[src/rtl/vga_frame_monitor.sv]
// vga_frame_monitor
// Watches a pixel-rate VGA stream (syncs, blanks and 4:4:4 colour) and
// measures each frame: line length and active width of the last complete
// line, lines per frame, active lines, lit pixels and a pixel checksum.
// A report is handed to a consumer with a valid/ready handshake once per frame.
module vga_frame_monitor #(
  parameter bit HS_ACTIVE_LOW = 1'b1,
  parameter bit VS_ACTIVE_LOW = 1'b1
) (
  input  logic        clk,
  input  logic        reset,
  input  logic        clk_en,
  input  logic        hsync,
  input  logic        vsync,
  input  logic        hblank,
  input  logic        vblank,
  input  logic [3:0]  vga_r,
  input  logic [3:0]  vga_g,
  input  logic [3:0]  vga_b,
  input  logic        report_ready,
  output logic        report_valid,
  output logic [10:0] h_total,
  output logic [10:0] v_total,
  output logic [10:0] h_active,
  output logic [10:0] v_active,
  output logic [19:0] lit_count,
  output logic [15:0] checksum,
  output logic        locked,
  output logic        dropped
);

  typedef enum logic [1:0] {
    ST_SEARCH = 2'd0,
    ST_PRIME  = 2'd1,
    ST_TRACK  = 2'd2
  } state_e;

  localparam logic [10:0] CNT11_MAX = 11'h7FF;
  localparam logic [19:0] CNT20_MAX = 20'hFFFFF;

  // Saturating increment for the 11-bit geometry counters.
  function automatic logic [10:0] sat_inc11(input logic [10:0] v);
    logic [10:0] r;
    if (v == CNT11_MAX) begin
      r = v;
    end else begin
      r = v + 11'd1;
    end
    return r;
  endfunction

  // Saturating increment for the 20-bit lit-pixel counter.
  function automatic logic [19:0] sat_inc20(input logic [19:0] v);
    logic [19:0] r;
    if (v == CNT20_MAX) begin
      r = v;
    end else begin
      r = v + 20'd1;
    end
    return r;
  endfunction

  // Frame-sync state
  state_e      state_q, state_d;

  // Input sample stage; syncs are normalised to active-high here
  logic        smp_vld_q, smp_vld_d;
  logic        hs_cur_q, hs_cur_d;
  logic        hs_prv_q, hs_prv_d;
  logic        vs_cur_q, vs_cur_d;
  logic        vs_prv_q, vs_prv_d;
  logic        act_cur_q, act_cur_d;
  logic [11:0] pix_cur_q, pix_cur_d;

  // Line accumulators and the last complete line
  logic        line_open_q, line_open_d;
  logic [10:0] line_cnt_q, line_cnt_d;
  logic [10:0] line_act_q, line_act_d;
  logic        line_has_act_q, line_has_act_d;
  logic [10:0] last_ht_q, last_ht_d;
  logic [10:0] last_ha_q, last_ha_d;

  // Frame accumulators
  logic [10:0] frm_vt_q, frm_vt_d;
  logic [10:0] frm_va_q, frm_va_d;
  logic [19:0] frm_lit_q, frm_lit_d;
  logic [15:0] frm_sum_q, frm_sum_d;

  // Geometry of the previously latched frame
  logic [10:0] prev_ht_q, prev_ht_d;
  logic [10:0] prev_vt_q, prev_vt_d;
  logic [10:0] prev_ha_q, prev_ha_d;
  logic [10:0] prev_va_q, prev_va_d;

  // Report registers
  logic        rep_valid_q, rep_valid_d;
  logic [10:0] rep_ht_q, rep_ht_d;
  logic [10:0] rep_vt_q, rep_vt_d;
  logic [10:0] rep_ha_q, rep_ha_d;
  logic [10:0] rep_va_q, rep_va_d;
  logic [19:0] rep_lit_q, rep_lit_d;
  logic [15:0] rep_sum_q, rep_sum_d;
  logic        rep_locked_q, rep_locked_d;
  logic        rep_dropped_q, rep_dropped_d;

  // Per-step events
  logic        step_s;
  logic        hs_edge_s;
  logic        vs_edge_s;
  logic        line_start_s;
  logic        va_inc_s;
  logic        lit_px_s;
  logic        latch_s;
  logic        geom_same_s;

  // Decode the processing step and sync leading edges from the sample stage.
  always_comb begin
    step_s       = clk_en & smp_vld_q;
    hs_edge_s    = step_s & hs_cur_q & ~hs_prv_q;
    vs_edge_s    = step_s & vs_cur_q & ~vs_prv_q;
    line_start_s = hs_edge_s | vs_edge_s;
    va_inc_s     = act_cur_q & (line_start_s | ~line_has_act_q);
    lit_px_s     = act_cur_q & (pix_cur_q != 12'd0);
    latch_s      = vs_edge_s & (state_q != ST_SEARCH);
  end

  // Register the video inputs on pixel-rate cycles and keep sync history.
  always_comb begin
    smp_vld_d = smp_vld_q;
    hs_cur_d  = hs_cur_q;
    hs_prv_d  = hs_prv_q;
    vs_cur_d  = vs_cur_q;
    vs_prv_d  = vs_prv_q;
    act_cur_d = act_cur_q;
    pix_cur_d = pix_cur_q;
    if (clk_en) begin
      smp_vld_d = 1'b1;
      hs_cur_d  = HS_ACTIVE_LOW ? ~hsync : hsync;
      vs_cur_d  = VS_ACTIVE_LOW ? ~vsync : vsync;
      hs_prv_d  = hs_cur_q;
      vs_prv_d  = vs_cur_q;
      act_cur_d = ~hblank & ~vblank;
      pix_cur_d = {vga_r, vga_g, vga_b};
    end else begin
      smp_vld_d = smp_vld_q;
    end
  end

  // Count samples per line; a line closed by an hsync edge becomes the last complete line.
  always_comb begin
    line_open_d    = line_open_q;
    line_cnt_d     = line_cnt_q;
    line_act_d     = line_act_q;
    line_has_act_d = line_has_act_q;
    last_ht_d      = last_ht_q;
    last_ha_d      = last_ha_q;
    if (step_s) begin
      if (hs_edge_s) begin
        if (line_open_q) begin
          last_ht_d = line_cnt_q;
          last_ha_d = line_act_q;
        end else begin
          last_ht_d = last_ht_q;
          last_ha_d = last_ha_q;
        end
        line_open_d = 1'b1;
        line_cnt_d  = 11'd1;
        line_act_d  = {10'd0, act_cur_q};
      end else begin
        line_cnt_d = sat_inc11(line_cnt_q);
        line_act_d = act_cur_q ? sat_inc11(line_act_q) : line_act_q;
      end
      line_has_act_d = line_start_s ? act_cur_q : (line_has_act_q | act_cur_q);
    end else begin
      line_open_d = line_open_q;
    end
  end

  // Accumulate frame totals; the vsync-edge sample is the first of the new frame.
  always_comb begin
    frm_vt_d  = frm_vt_q;
    frm_va_d  = frm_va_q;
    frm_lit_d = frm_lit_q;
    frm_sum_d = frm_sum_q;
    if (step_s) begin
      if (vs_edge_s) begin
        frm_vt_d  = {10'd0, hs_edge_s};
        frm_va_d  = {10'd0, va_inc_s};
        frm_lit_d = {19'd0, lit_px_s};
        frm_sum_d = act_cur_q ? {4'd0, pix_cur_q} : 16'd0;
      end else begin
        frm_vt_d  = hs_edge_s ? sat_inc11(frm_vt_q) : frm_vt_q;
        frm_va_d  = va_inc_s ? sat_inc11(frm_va_q) : frm_va_q;
        frm_lit_d = lit_px_s ? sat_inc20(frm_lit_q) : frm_lit_q;
        frm_sum_d = act_cur_q ? (frm_sum_q + {4'd0, pix_cur_q}) : frm_sum_q;
      end
    end else begin
      frm_sum_d = frm_sum_q;
    end
  end

  // Frame-sync FSM: two vsync edges are needed before the first full frame exists.
  always_comb begin
    state_d = state_q;
    case (state_q)
      ST_SEARCH: begin
        if (vs_edge_s) begin
          state_d = ST_PRIME;
        end else begin
          state_d = ST_SEARCH;
        end
      end
      ST_PRIME: begin
        if (vs_edge_s) begin
          state_d = ST_TRACK;
        end else begin
          state_d = ST_PRIME;
        end
      end
      ST_TRACK: begin
        state_d = ST_TRACK;
      end
      default: begin
        state_d = ST_SEARCH;
      end
    endcase
  end

  // Geometry of the frame being latched against the previous frame.
  always_comb begin
    geom_same_s = (last_ht_d == prev_ht_q) && (last_ha_d == prev_ha_q) &&
                  (frm_vt_q == prev_vt_q) && (frm_va_q == prev_va_q);
  end

  // Latch frame results into the report and run the valid/ready handshake.
  always_comb begin
    rep_valid_d   = rep_valid_q;
    rep_ht_d      = rep_ht_q;
    rep_vt_d      = rep_vt_q;
    rep_ha_d      = rep_ha_q;
    rep_va_d      = rep_va_q;
    rep_lit_d     = rep_lit_q;
    rep_sum_d     = rep_sum_q;
    rep_locked_d  = rep_locked_q;
    rep_dropped_d = rep_dropped_q;
    prev_ht_d     = prev_ht_q;
    prev_vt_d     = prev_vt_q;
    prev_ha_d     = prev_ha_q;
    prev_va_d     = prev_va_q;
    if (latch_s) begin
      rep_valid_d   = 1'b1;
      rep_ht_d      = last_ht_d;
      rep_vt_d      = frm_vt_q;
      rep_ha_d      = last_ha_d;
      rep_va_d      = frm_va_q;
      rep_lit_d     = frm_lit_q;
      rep_sum_d     = frm_sum_q;
      rep_locked_d  = (state_q == ST_TRACK) & geom_same_s;
      // An unaccepted report being replaced is a drop; a coincident accept is not.
      rep_dropped_d = rep_dropped_q | (rep_valid_q & ~report_ready);
      prev_ht_d     = last_ht_d;
      prev_vt_d     = frm_vt_q;
      prev_ha_d     = last_ha_d;
      prev_va_d     = frm_va_q;
    end else if (rep_valid_q & report_ready) begin
      rep_valid_d = 1'b0;
    end else begin
      rep_valid_d = rep_valid_q;
    end
  end

  // State register with synchronous active-low reset.
  always_ff @(posedge clk) begin
    if (!reset) begin
      state_q        <= ST_SEARCH;
      smp_vld_q      <= 1'b0;
      hs_cur_q       <= 1'b0;
      hs_prv_q       <= 1'b0;
      vs_cur_q       <= 1'b0;
      vs_prv_q       <= 1'b0;
      act_cur_q      <= 1'b0;
      pix_cur_q      <= 12'd0;
      line_open_q    <= 1'b0;
      line_cnt_q     <= 11'd0;
      line_act_q     <= 11'd0;
      line_has_act_q <= 1'b0;
      last_ht_q      <= 11'd0;
      last_ha_q      <= 11'd0;
      frm_vt_q       <= 11'd0;
      frm_va_q       <= 11'd0;
      frm_lit_q      <= 20'd0;
      frm_sum_q      <= 16'd0;
      prev_ht_q      <= 11'd0;
      prev_vt_q      <= 11'd0;
      prev_ha_q      <= 11'd0;
      prev_va_q      <= 11'd0;
      rep_valid_q    <= 1'b0;
      rep_ht_q       <= 11'd0;
      rep_vt_q       <= 11'd0;
      rep_ha_q       <= 11'd0;
      rep_va_q       <= 11'd0;
      rep_lit_q      <= 20'd0;
      rep_sum_q      <= 16'd0;
      rep_locked_q   <= 1'b0;
      rep_dropped_q  <= 1'b0;
    end else begin
      state_q        <= state_d;
      smp_vld_q      <= smp_vld_d;
      hs_cur_q       <= hs_cur_d;
      hs_prv_q       <= hs_prv_d;
      vs_cur_q       <= vs_cur_d;
      vs_prv_q       <= vs_prv_d;
      act_cur_q      <= act_cur_d;
      pix_cur_q      <= pix_cur_d;
      line_open_q    <= line_open_d;
      line_cnt_q     <= line_cnt_d;
      line_act_q     <= line_act_d;
      line_has_act_q <= line_has_act_d;
      last_ht_q      <= last_ht_d;
      last_ha_q      <= last_ha_d;
      frm_vt_q       <= frm_vt_d;
      frm_va_q       <= frm_va_d;
      frm_lit_q      <= frm_lit_d;
      frm_sum_q      <= frm_sum_d;
      prev_ht_q      <= prev_ht_d;
      prev_vt_q      <= prev_vt_d;
      prev_ha_q      <= prev_ha_d;
      prev_va_q      <= prev_va_d;
      rep_valid_q    <= rep_valid_d;
      rep_ht_q       <= rep_ht_d;
      rep_vt_q       <= rep_vt_d;
      rep_ha_q       <= rep_ha_d;
      rep_va_q       <= rep_va_d;
      rep_lit_q      <= rep_lit_d;
      rep_sum_q      <= rep_sum_d;
      rep_locked_q   <= rep_locked_d;
      rep_dropped_q  <= rep_dropped_d;
    end
  end

  assign report_valid = rep_valid_q;
  assign h_total      = rep_ht_q;
  assign v_total      = rep_vt_q;
  assign h_active     = rep_ha_q;
  assign v_active     = rep_va_q;
  assign lit_count    = rep_lit_q;
  assign checksum     = rep_sum_q;
  assign locked       = rep_locked_q;
  assign dropped      = rep_dropped_q;

endmodule

[config.mk]
export PLATFORM = sky130hd
export DESIGN_NAME = vga_frame_monitor
export DESIGN_NICKNAME = d
export VERILOG_FILES = /design/src/rtl/vga_frame_monitor.sv
export SDC_FILE = /design/constraint.sdc
export NUM_CORES = 1
export LEC_CHECK = 0
export CORE_MARGIN = 3
export CORE_UTILIZATION = 50
export DETAILED_ROUTE_END_ITERATION = 12
export HOLD_SLACK_MARGIN = 0.06
export PLACE_DENSITY = 0.72
export SYNTH_ARGS = -nofsm -noshare
export SYNTH_HDL_FRONTEND = slang
export SYNTH_SLANG_ARGS = --single-unit
[constraint.sdc]
create_clock -name clk -period 5.01 [get_ports clk]
set_clock_uncertainty 0.2 [all_clocks]
set_input_delay 1.002 -clock clk [delete_from_list [all_inputs] [get_ports clk]]
set_output_delay 1.002 -clock clk [all_outputs]
set_load 0.01 [all_outputs]
==> results.yml <==
clock_network:
  cts_sinks: 207
  post_cts.repair.setup_buffers: 0
  clk_latency_ps: 510
  cts_resized: 0
  cts_tree: "done"
  cts-htree-levels: 1
  cts_buffer_depth: 3
  path_clk_slew_ps: 60
  cts_inserted_buffers: 23
  cts_hold_buf: 0
  clockRootBuffer: "clkbuf_16"
yosys:
  yosys_warnings: 0
  synth_cell_types: 68
  synth_area_leader_cell: "dfxtp_1"
  post-synth-top-count-cell: "dfxtp_1"
  synth_top_area_share_pct: 43.10
  yosys-top-cells-count: "207 x dfxtp_1, 206 x nand2_1, 81 x nor2_1, 61 x a21boi_0, 49 x xnor2_1"
  ys_async_sr_fraction_pct: 0
  syn_inst: 1103
  ys_seq_area_share_pct: 43.10
  synth.area.top_cells: "dfxtp_1 43%, nand2_1 8.0%, a21boi_0 4.8%, xnor2_1 4.5%, mux2i_1 4.0%"
  syn_area_per_cell_um2: 8.718
  syn_area_um2: 9615
  synth-seq-cells: 207
  syn_nets: 1141
  synth-edff-count: 0
  synth_ff_type: "dfxtp_1"
worst_setup_path:
  critical_path.max_fanout: 32
  cp-end-kind: "flip-flop"
  slowest_stage: "clkdlybuf4s50_1"
  worstPathRequired_ps: 5250
  path_cells: "clkdlybuf4s50_1 -> and4b_4 -> nand2_4 -> mux2i_1 -> xnor2_1 -> nor4_2 -> nand4_1 -> o21ai_1"
  arrival_ps: 3520
  startpoint_type: "primary input"
  critPathKind: "primary input to flip-flop"
  max_stage_delay_ps: 600
grt:
  grt_pass1_vias: 7262
  grt_max_degree: 89
  antenna_found_initial: 0
  overflow: 0
  grt_pass1_wl_um: 35400
  globalRouteTotalUtil_pct: 20.22
place:
  dp.cells: 1389
  placed_area_um2: 10770
  place_congestion: 0.8809
  hpwlAfterDp_um: 14600
  io_buffers: 102
pwr:
  clockPowerShare_pct: 47.5
  switching_share_pct: 20.86
  powerDensity_nw_per_um2: 298.6
  peakVddDrop_v: 0.0002859
  power_switching_w: 0.0007171
  power_frac_comb_pct: 3.7
  p_int_w: 0.002721
  power_leakage_nw: 4.543
  seqPwrFrac_pct: 48.8
  total_power_w: 0.003438
min_path:
  hold_path_class: "flip-flop to flip-flop"
final_layout:
  fin_area_um2: 11510
  fin_nets: 1218
  fillers: 1640
  seqCellArea_um2: 4144
  area_growth_pct: 19.73
  final_util_pct: 61.34
  diodes: 0
  multiInputGateArea_um2: 5155
  fin_cells: 1426
  drive_above_1_share_pct: 5.453
routing:
  vias: 7740
  wirelength_um: 21310
  dr.pass1.iters: 5
  drc: 0
  via_per_inst: 5.428
  wl_per_cell_um: 14.95
  drt_iter0_drc: 450
  drt.antenna.violating_nets: 0
timing:
  slew_headroom_pct: 47.71
  clock.fmax_mhz: 304.9
  layout_min_cycle_time_ps: 3279
  hold_viol: 0
  fin_crit_sh_pct: 65.46
  tightest_slew_ps: 773.5
  tns_ps: 0
  final_max_slew_viol_count: 0
  rsz0062_at_grt: "no"
  setup_violations: 0
die:
  io_pins: 103
  fp.dieW_um: 144.7
  die_h_um: 144.7
  start_util_pct: 51.23
  core_um2: 18770
  fp.dieArea_um2: 20930
  row_count: 50
job:
  drv_cap: 0
outcome:
  outcome: "completed"
==> layout by cell type (no fill, tap or decap), types with 27 or more instances in the layout <==
master / n
o211a_1: 27
nor2b_1: 39
o21ai_0: 30
clkdlybuf4s50_1: 101
dfxtp_1: 207
mux2i_1: 38
nand2_1: 206
a21oi_1: 29
xor2_1: 42
a21boi_0: 61
xnor2_1: 49
nor2_1: 80
==> worst paths after layout <==
path                 start       endpoint  slack [ps]  cells past startpoint
max                 clk_en         locked        1730                      8
min          lit_count[19]  lit_count[19]         260                      2
max reg2reg       hs_cur_q         locked        2360                      7
min reg2reg  lit_count[19]  lit_count[19]         260                      2
==> sequential cells by signal (all words and copies together) (netlist names), 2 cells and up <==
name and flops:
checksum 16, frm_lit_q 20, frm_sum_q 16, frm_va_q 11
frm_vt_q 11, h_active 11, h_total 11, last_ha_q 11
last_ht_q 11, line_act_q 11, line_cnt_q 11, lit_count 20
pix_cur_q 12, state_q 2, v_active 11, v_total 11
==> cell families (layout without fill, tap and decap cells) <==
family	count (synthesis)	after routing	synth area share [%]
compound gates	212	212	16.19
xor+xnor	91	91	8.289
fa+ha+maj	18	18	2.420
buf+inv	82	171	3.487
flops	207	207	43.10
mux	41	41	4.385
simple gates	452	452	22.13
==> metrics by stage <==
| stage | worst slack, ps | hold WS [ps] |
|---|---|---|
| 6_report | 1731 | 259.7 |
| 3_3_place_gp | 1275 | 248.1 |
| 4_1_cts | 1706 | 264.1 |
| 5_1_grt | 1471 | 284.2 |
| 2_1_floorplan | 2281 | 253.6 |
| 3_5_place_dp | 1251 | 256.4 |
==> per-layer routing <==
layer	GRT usage, %	vias to the layer above	part of all wire, %
li1	-	3940	-
met1	28.11	3592	48
met2	32.70	168	45
met3	3.681	40	4.5
met4	5.155	0	2.1
met5	0	-	0
==> layout make-up <==
class | instances | share of cell area [%]
flip-flops and latches | 207 | 36.00
multi-input cells | 814 | 44.78
well taps | 234 | 2.543
repair buffers | 110 | 9.477
inverters | 24 | 0.7825
clock inverters | 2 | 0.3369
clock buffers | 35 | 6.086
==> worst max-delay path: cells and delay by family <==
kind	cells	cell delay (ps)
simple gates	4	1190
buf+inv	1	600
mux	1	440
xor+xnor	1	140
compound gates	1	130
==> power by group through the flow <==
stage | Combinational (W) | Sequential [W] | Clock (W)
detailed placement | 0.000126 | 0.00171 | 0
floorplan | 0.0000915 | 0.00171 | 0
global placement | 0.000125 | 0.00171 | 0
global route | 0.000141 | 0.00168 | 0.00174
finish | 0.000126 | 0.00168 | 0.00163
CTS | 0.000126 | 0.00168 | 0.00167
Note: power is estimated with default switching activity, not from simulation.
